**src/rtl/dmem_arb_pkg.sv**
```systemverilog
// Shared definitions for the data-memory arbiter.
// Holds the arbiter FSM state type and the default values of the
// address width, host starvation limit and host lock beat limit.
package dmem_arb_pkg;

    localparam int DEF_ADDR_W     = 6;
    localparam int DEF_STARVE_MAX = 4;
    localparam int DEF_LOCK_MAX   = 8;

    typedef enum logic [0:0] {
        ARB       = 1'b0,
        HOST_LOCK = 1'b1
    } arb_state_t;

endpackage

```
**src/rtl/arb_sat_counter.sv**
```systemverilog
// Saturating up-counter with synchronous clear.
// Ports:
//   clk     in  clock, rising edge
//   nrst    in  synchronous active-low reset (count to 0)
//   clr     in  clear; with inc also high the count loads 1
//   inc     in  increment, holds at MAX
//   at_max  out count equals MAX
module arb_sat_counter
    import dmem_arb_pkg::*;
#(
    parameter int MAX = DEF_STARVE_MAX,
    parameter int W   = $clog2(MAX + 1)
) (
    input  logic clk,
    input  logic nrst,
    input  logic clr,
    input  logic inc,
    output logic at_max
);

    logic [W-1:0] cnt;

    assign at_max = (cnt == W'(MAX));

    always_ff @(posedge clk) begin
        if (!nrst) begin
            cnt <= '0;
        end else if (clr) begin
            // clear-and-count starts a fresh run at one
            cnt <= inc ? W'(1) : '0;
        end else if (inc && !at_max) begin
            cnt <= cnt + W'(1);
        end
    end

endmodule

```
**src/rtl/dmem_arbiter.sv**
```systemverilog
// Two-port arbiter in front of a shared, byte-lane data memory.
// The core normally has priority; the host is forced a grant after
// STARVE_MAX consecutive lost cycles and may lock the memory for up
// to LOCK_MAX consecutive beats. Reads return data one cycle after
// the grant, qualified by the requester's rvalid.
// Ports:
//   clk, nrst                         clock, synchronous active-low reset
//   core_req/we/addr/wdata            core request side
//   core_gnt/rvalid/rdata             core grant and read return
//   host_req/lock/we/addr/wdata       host/debug request side
//   host_gnt/rvalid/rdata             host grant and read return
//   mem_we/addr/wdata, mem_rdata      memory port (read data one cycle late)
module dmem_arbiter
    import dmem_arb_pkg::*;
#(
    parameter int ADDR_W     = DEF_ADDR_W,
    parameter int STARVE_MAX = DEF_STARVE_MAX,
    parameter int LOCK_MAX   = DEF_LOCK_MAX
) (
    input  logic              clk,
    input  logic              nrst,
    input  logic              core_req,
    input  logic [3:0]        core_we,
    input  logic [ADDR_W-1:0] core_addr,
    input  logic [31:0]       core_wdata,
    output logic              core_gnt,
    output logic              core_rvalid,
    output logic [31:0]       core_rdata,
    input  logic              host_req,
    input  logic              host_lock,
    input  logic [3:0]        host_we,
    input  logic [ADDR_W-1:0] host_addr,
    input  logic [31:0]       host_wdata,
    output logic              host_gnt,
    output logic              host_rvalid,
    output logic [31:0]       host_rdata,
    output logic [3:0]        mem_we,
    output logic [ADDR_W-1:0] mem_addr,
    output logic [31:0]       mem_wdata,
    input  logic [31:0]       mem_rdata
);

    arb_state_t state_q;
    arb_state_t state_d;

    logic starve_at_max;
    logic starve_clr;
    logic starve_inc;
    logic lock_at_max;
    logic lock_clr;
    logic lock_inc;
    logic core_rvalid_p1;
    logic host_rvalid_p1;

    arb_sat_counter #(.MAX(STARVE_MAX)) u_starve_cnt (
        .clk    (clk),
        .nrst   (nrst),
        .clr    (starve_clr),
        .inc    (starve_inc),
        .at_max (starve_at_max)
    );

    arb_sat_counter #(.MAX(LOCK_MAX)) u_lock_cnt (
        .clk    (clk),
        .nrst   (nrst),
        .clr    (lock_clr),
        .inc    (lock_inc),
        .at_max (lock_at_max)
    );

    // Grant and next-state decision. Grants are forced low while in reset.
    always_comb begin
        state_d  = state_q;
        core_gnt = 1'b0;
        host_gnt = 1'b0;
        lock_clr = 1'b1;
        lock_inc = 1'b0;
        if (nrst) begin
            unique case (state_q)
                ARB: begin
                    if (host_req && (!core_req || starve_at_max)) begin
                        host_gnt = 1'b1;
                    end else if (core_req) begin
                        core_gnt = 1'b1;
                    end
                    // clr together with inc loads the beat counter with 1
                    if (host_gnt && host_lock) begin
                        state_d  = HOST_LOCK;
                        lock_inc = 1'b1;
                    end
                end
                HOST_LOCK: begin
                    if (host_req && host_lock && !lock_at_max) begin
                        host_gnt = 1'b1;
                        lock_clr = 1'b0;
                        lock_inc = 1'b1;
                    end else begin
                        // exit cycle: core has priority and is served now
                        state_d = ARB;
                        if (core_req) begin
                            core_gnt = 1'b1;
                        end else if (host_req) begin
                            host_gnt = 1'b1;
                        end
                    end
                end
                default: state_d = ARB;
            endcase
        end
    end

    assign starve_inc = host_req && !host_gnt;
    assign starve_clr = host_gnt || !host_req;

    always_ff @(posedge clk) begin
        if (!nrst) begin
            state_q <= ARB;
        end else begin
            state_q <= state_d;
        end
    end

    // Memory port mux: idle port drives zero address and no write lanes.
    always_comb begin
        mem_we    = 4'b0000;
        mem_addr  = '0;
        mem_wdata = '0;
        if (core_gnt) begin
            mem_we    = core_we;
            mem_addr  = core_addr;
            mem_wdata = core_wdata;
        end else if (host_gnt) begin
            mem_we    = host_we;
            mem_addr  = host_addr;
            mem_wdata = host_wdata;
        end
    end

    // Read return: memory data arrives one cycle after a granted read
    always_ff @(posedge clk) begin
        if (!nrst) begin
            core_rvalid_p1 <= 1'b0;
            host_rvalid_p1 <= 1'b0;
        end else begin
            core_rvalid_p1 <= core_gnt && (core_we == 4'b0000);
            host_rvalid_p1 <= host_gnt && (host_we == 4'b0000);
        end
    end

    // Masking with nrst keeps a read issued just before reset from
    // surfacing while reset is asserted.
    assign core_rvalid = core_rvalid_p1 && nrst;
    assign host_rvalid = host_rvalid_p1 && nrst;
    assign core_rdata  = core_rvalid ? mem_rdata : 32'h0;
    assign host_rdata  = host_rvalid ? mem_rdata : 32'h0;

endmodule

```
**config.mk**
```make
export PLATFORM = sky130hd
export DESIGN_NAME = dmem_arbiter
export DESIGN_NICKNAME = d
export VERILOG_FILES = /design/src/rtl/dmem_arb_pkg.sv /design/src/rtl/arb_sat_counter.sv /design/src/rtl/dmem_arbiter.sv
export SDC_FILE = /design/constraint.sdc
export NUM_CORES = 1
export LEC_CHECK = 0
export CAP_MARGIN = 20
export CORE_AREA = 2 2 88 90
export DETAILED_ROUTE_END_ITERATION = 12
export DIE_AREA = 0 0 90 92
export GPL_TIMING_DRIVEN = 0
export PLACE_DENSITY = 0.92
export SYNTH_ARGS = -nofsm -noshare
export SYNTH_HDL_FRONTEND = slang
export SYNTH_HIERARCHICAL = 1
export SYNTH_SLANG_ARGS = --single-unit
```
**constraint.sdc**
```tcl
create_clock -name clk -period 2.7 [get_ports clk]
set_input_delay 0.405 -clock clk [delete_from_list [all_inputs] [get_ports clk]]
set_output_delay 0.405 -clock clk [all_outputs]
set_load 0.01 [all_outputs]
```
==> summary.txt <==
STA
  – Final setup fails: 0
  – Max Freq: ~380 MHz
  – Slew margin rel.: 0.471
  – Minimum clock period after layout: 2620 ps
  – Clock Skews: about 8.5 ps
  – RSZ-0062 raised after global routing: true
  – Max Slew Vio Count: 0
  – Final period util: 0.972
  – Worst hold slack: about 520 ps
  – Worst Max-Slew Pin Slew: between 700 and 800 ps
  – Final hold vios: 0

Synth
  – Mapped Avg Cell Area: 6.69 um2
  – Post-synth EDFFs: 0
  – Cell taking the most area after synthesis: and3_1
  – Synth Flop Type: dfxtp_1
  – Cell Area, Synth: 1950 um2
  – Yosys synthesis warning count: 6
  – Post-synthesis mux area share: 0.00514
  – Synth top cells by count: 87 x nand2_1, 64 x and3_1, 24 x o22ai_2, 20 x clkbuf_1, 18 x o22ai_1
  – Syn Nets: 416
  – Synth Area in Simple Gates: 0.469
  – Sequential fraction of the synthesis area: 0.103
  – Yosys cell types: 42
  – Post-Synthesis Cells: 291
  – Cell with the most instances after synthesis: nand2_1
  – Post-Synth Adder-Cell Area: 0.0257
  – Main combinational cell family by area after synthesis: simple AND/OR/NAND/NOR gates
  – Synth Area in Compound Gates: 0.282
  – Area contributors post-synth: and3_1 21%, nand2_1 17%, o22ai_2 15%, dfxtp_1 10%, o22ai_1 5.8%
  – FFs w/ async S/R, synth: 0
  – Seq cells post-synth: 10
  – Top-area cell type share of the netlist area: 0.206
  – XOR/XNOR share of the synthesized area: 0.00450

Route
  – Vias: 3135
  – Via-per-instance ratio: 4.97
  – Drt total wl: 10100 um
  – Initial DRT Pass Iterations: 4
  – DRC Markers: 0
  – Initial DRC count: 98
  – Post-route ant nets: 0
  – WL/cell: 16.0 um

Die
  – DIE AREA: 8280 um2
  – Initial core utilization: 0.261
  – Core area: 7450 um2
  – Core Rows: 32
  – Die Wd: 90 um
  – Io pins: about 230
  – Die height: slightly above 90 um

Final layout
  – Register area: 203 um2
  – Share of cells above drive strength 1: 0.183
  – Ant diodes: 0
  – Area Overhead vs Synth: 123%
  – Final #Nets: 655
  – Fillcell total: between 700 and 800
  – Post-Layout Cell Count: 631
  – Area of the multi-input gates: 1530 um2

Power and ir drop
  – LEAKAGE: just under 2 nW
  – Max IR drop VDD: ~170 uV
  – Cell Pwr Density: between 150 and 200 nW/um2

Worst setup path
  – Worst EP arrival: 2220 ps
  – Largest fanout on the critical path: 10
  – Crit-path cells: inv_1, ha_1, and2_1, nor2b_1, a211o_1, buf_6, buf_6, o22ai_1, clkdlybuf4s15_1
  – CP Capture Type: primary output
  – Slowest CP cell: dfxtp_2
  – Most frequent CP cell: buf_6
  – Critical path type: reg2out
  – Cells on worst reg2reg path: 10
  – Startpoint Class: flop
  – Slowest stage delay, CP: 350 ps
  – CP required: between 2000 and 2500 ps

Clock network
  – Clock Latency Late Sink: 240 ps
  – Clock sink count: 10
  – CTS tree: done
  – H-tree level count: 1
  – Num CTS Buffers: 3
  – Clock transition at path regs: 50 ps
  – Clk buf depth: 2
  – Root buf cell: clkbuf_8
  – Hold Buf Count CTS: 0

Placement
  – Port buffer count: 230
  – GP Congestion: 0.848
  – Final HPWL DP: 8320 um
  – Inst Count DP: 623

Global route
  – Vias in the first global route: 2996
  – Largest net degree at the start of global routing: 11
  – GRT overflow: 0
  – Initial antenna violation count: 0
  – Global-route usage over all layers: 0.224
  – First-pass GRT wire length: 15200 um

Run status
  – Outcome: completed

Worst hold path
  – Hold Crit Depth: 2
  – Worst hold-check path type: reg2reg

Job
  – MaxCap Viol Count: 0
layer usage:
metal  GRT usage  up-vias  routed length, um
met5           0        -                  0
met4      0.0551        0                159
met3      0.0477       14                695
met2       0.426      150               5280
met1       0.252     1455               3970
li1            -     1516                  -
registers in the layout (all words and copies together) (netlist names):
name and flops:
host_rvalid_p1 1, u_starve_cnt/cnt 3, state_q 1, core_rvalid_p1 1
u_lock_cnt/cnt 4
layout make-up:
type,instances,area share
buffer,32,0.0507
clock buffer,4,0.0127
inverter,7,0.00663
multi-input combinational,242,0.353
sequential,10,0.0467
tap,102,0.0294
timing repair buffer,234,0.501
cell usage in the layout (no fill, tap or decap), types with 8 or more instances in the layout:
cell type,n
clkdlybuf4s50_1,185
and3_1,64
clkbuf_2,32
clkbuf_1,13
o22ai_2,24
buf_6,9
o22ai_1,18
nand2_1,87
dfxtp_1,8
kinds of logic (layout without fill, tap and decap cells):
family          after synthesis  after routing
compound gates               58             58
fa+ha+maj                     4              4
simple gates                178            178
buf+inv                      39            277
flops                        10             10
xor+xnor                      1              1
mux                           1              1
metrics by stage:
stage	util	setup WS, ps	power [mW]	cell area (um2)	setup TNS (ps)
6_report	0.583	76.0	0.811	4340	0
5_1_grt	0.583	-7.02	0.854	4340	-17.7
2_1_floorplan	-	414	0.335	1950	0
3_5_place_dp	0.588	-571	0.640	4380	-26920
3_3_place_gp	0.588	-563	0.631	4380	-26110
4_1_cts	0.597	41.0	0.817	4450	0
critical path: cells and delay by family (launching register included):
kind / cells / cell delay [ps]
AO/OA/AOI/OAI: 2 / 420
adder cells (fa/ha/maj): 1 / 240
flip-flops: 1 / 350
buffers and inverters: 4 / 610
AND/OR/NAND/NOR: 2 / 360
timing repair:
action	4_1_cts	5_1_grt
setup buffers	3	1
pin swaps	1	0
resized for setup	79	60
endpoints found under the setup margin	110	41
report_power, final:
group	internal, mW	switching (mW)
registers	0.151	0.00286
logic	0.269	0.195
clock network	0.129	0.0651
total	0.548	0.263
path summary, 6_finish.rpt:
check	from	to	slack, ps
max	u_starve_cnt/cnt[0]	mem_wdata[15]	80
max reg2reg	u_starve_cnt/cnt[0]	u_starve_cnt/cnt[1]	280
min reg2reg	u_starve_cnt/cnt[0]	u_starve_cnt/cnt[0]	520
min	u_starve_cnt/cnt[0]	u_starve_cnt/cnt[0]	520
Note: power is estimated with default switching activity, not from simulation.
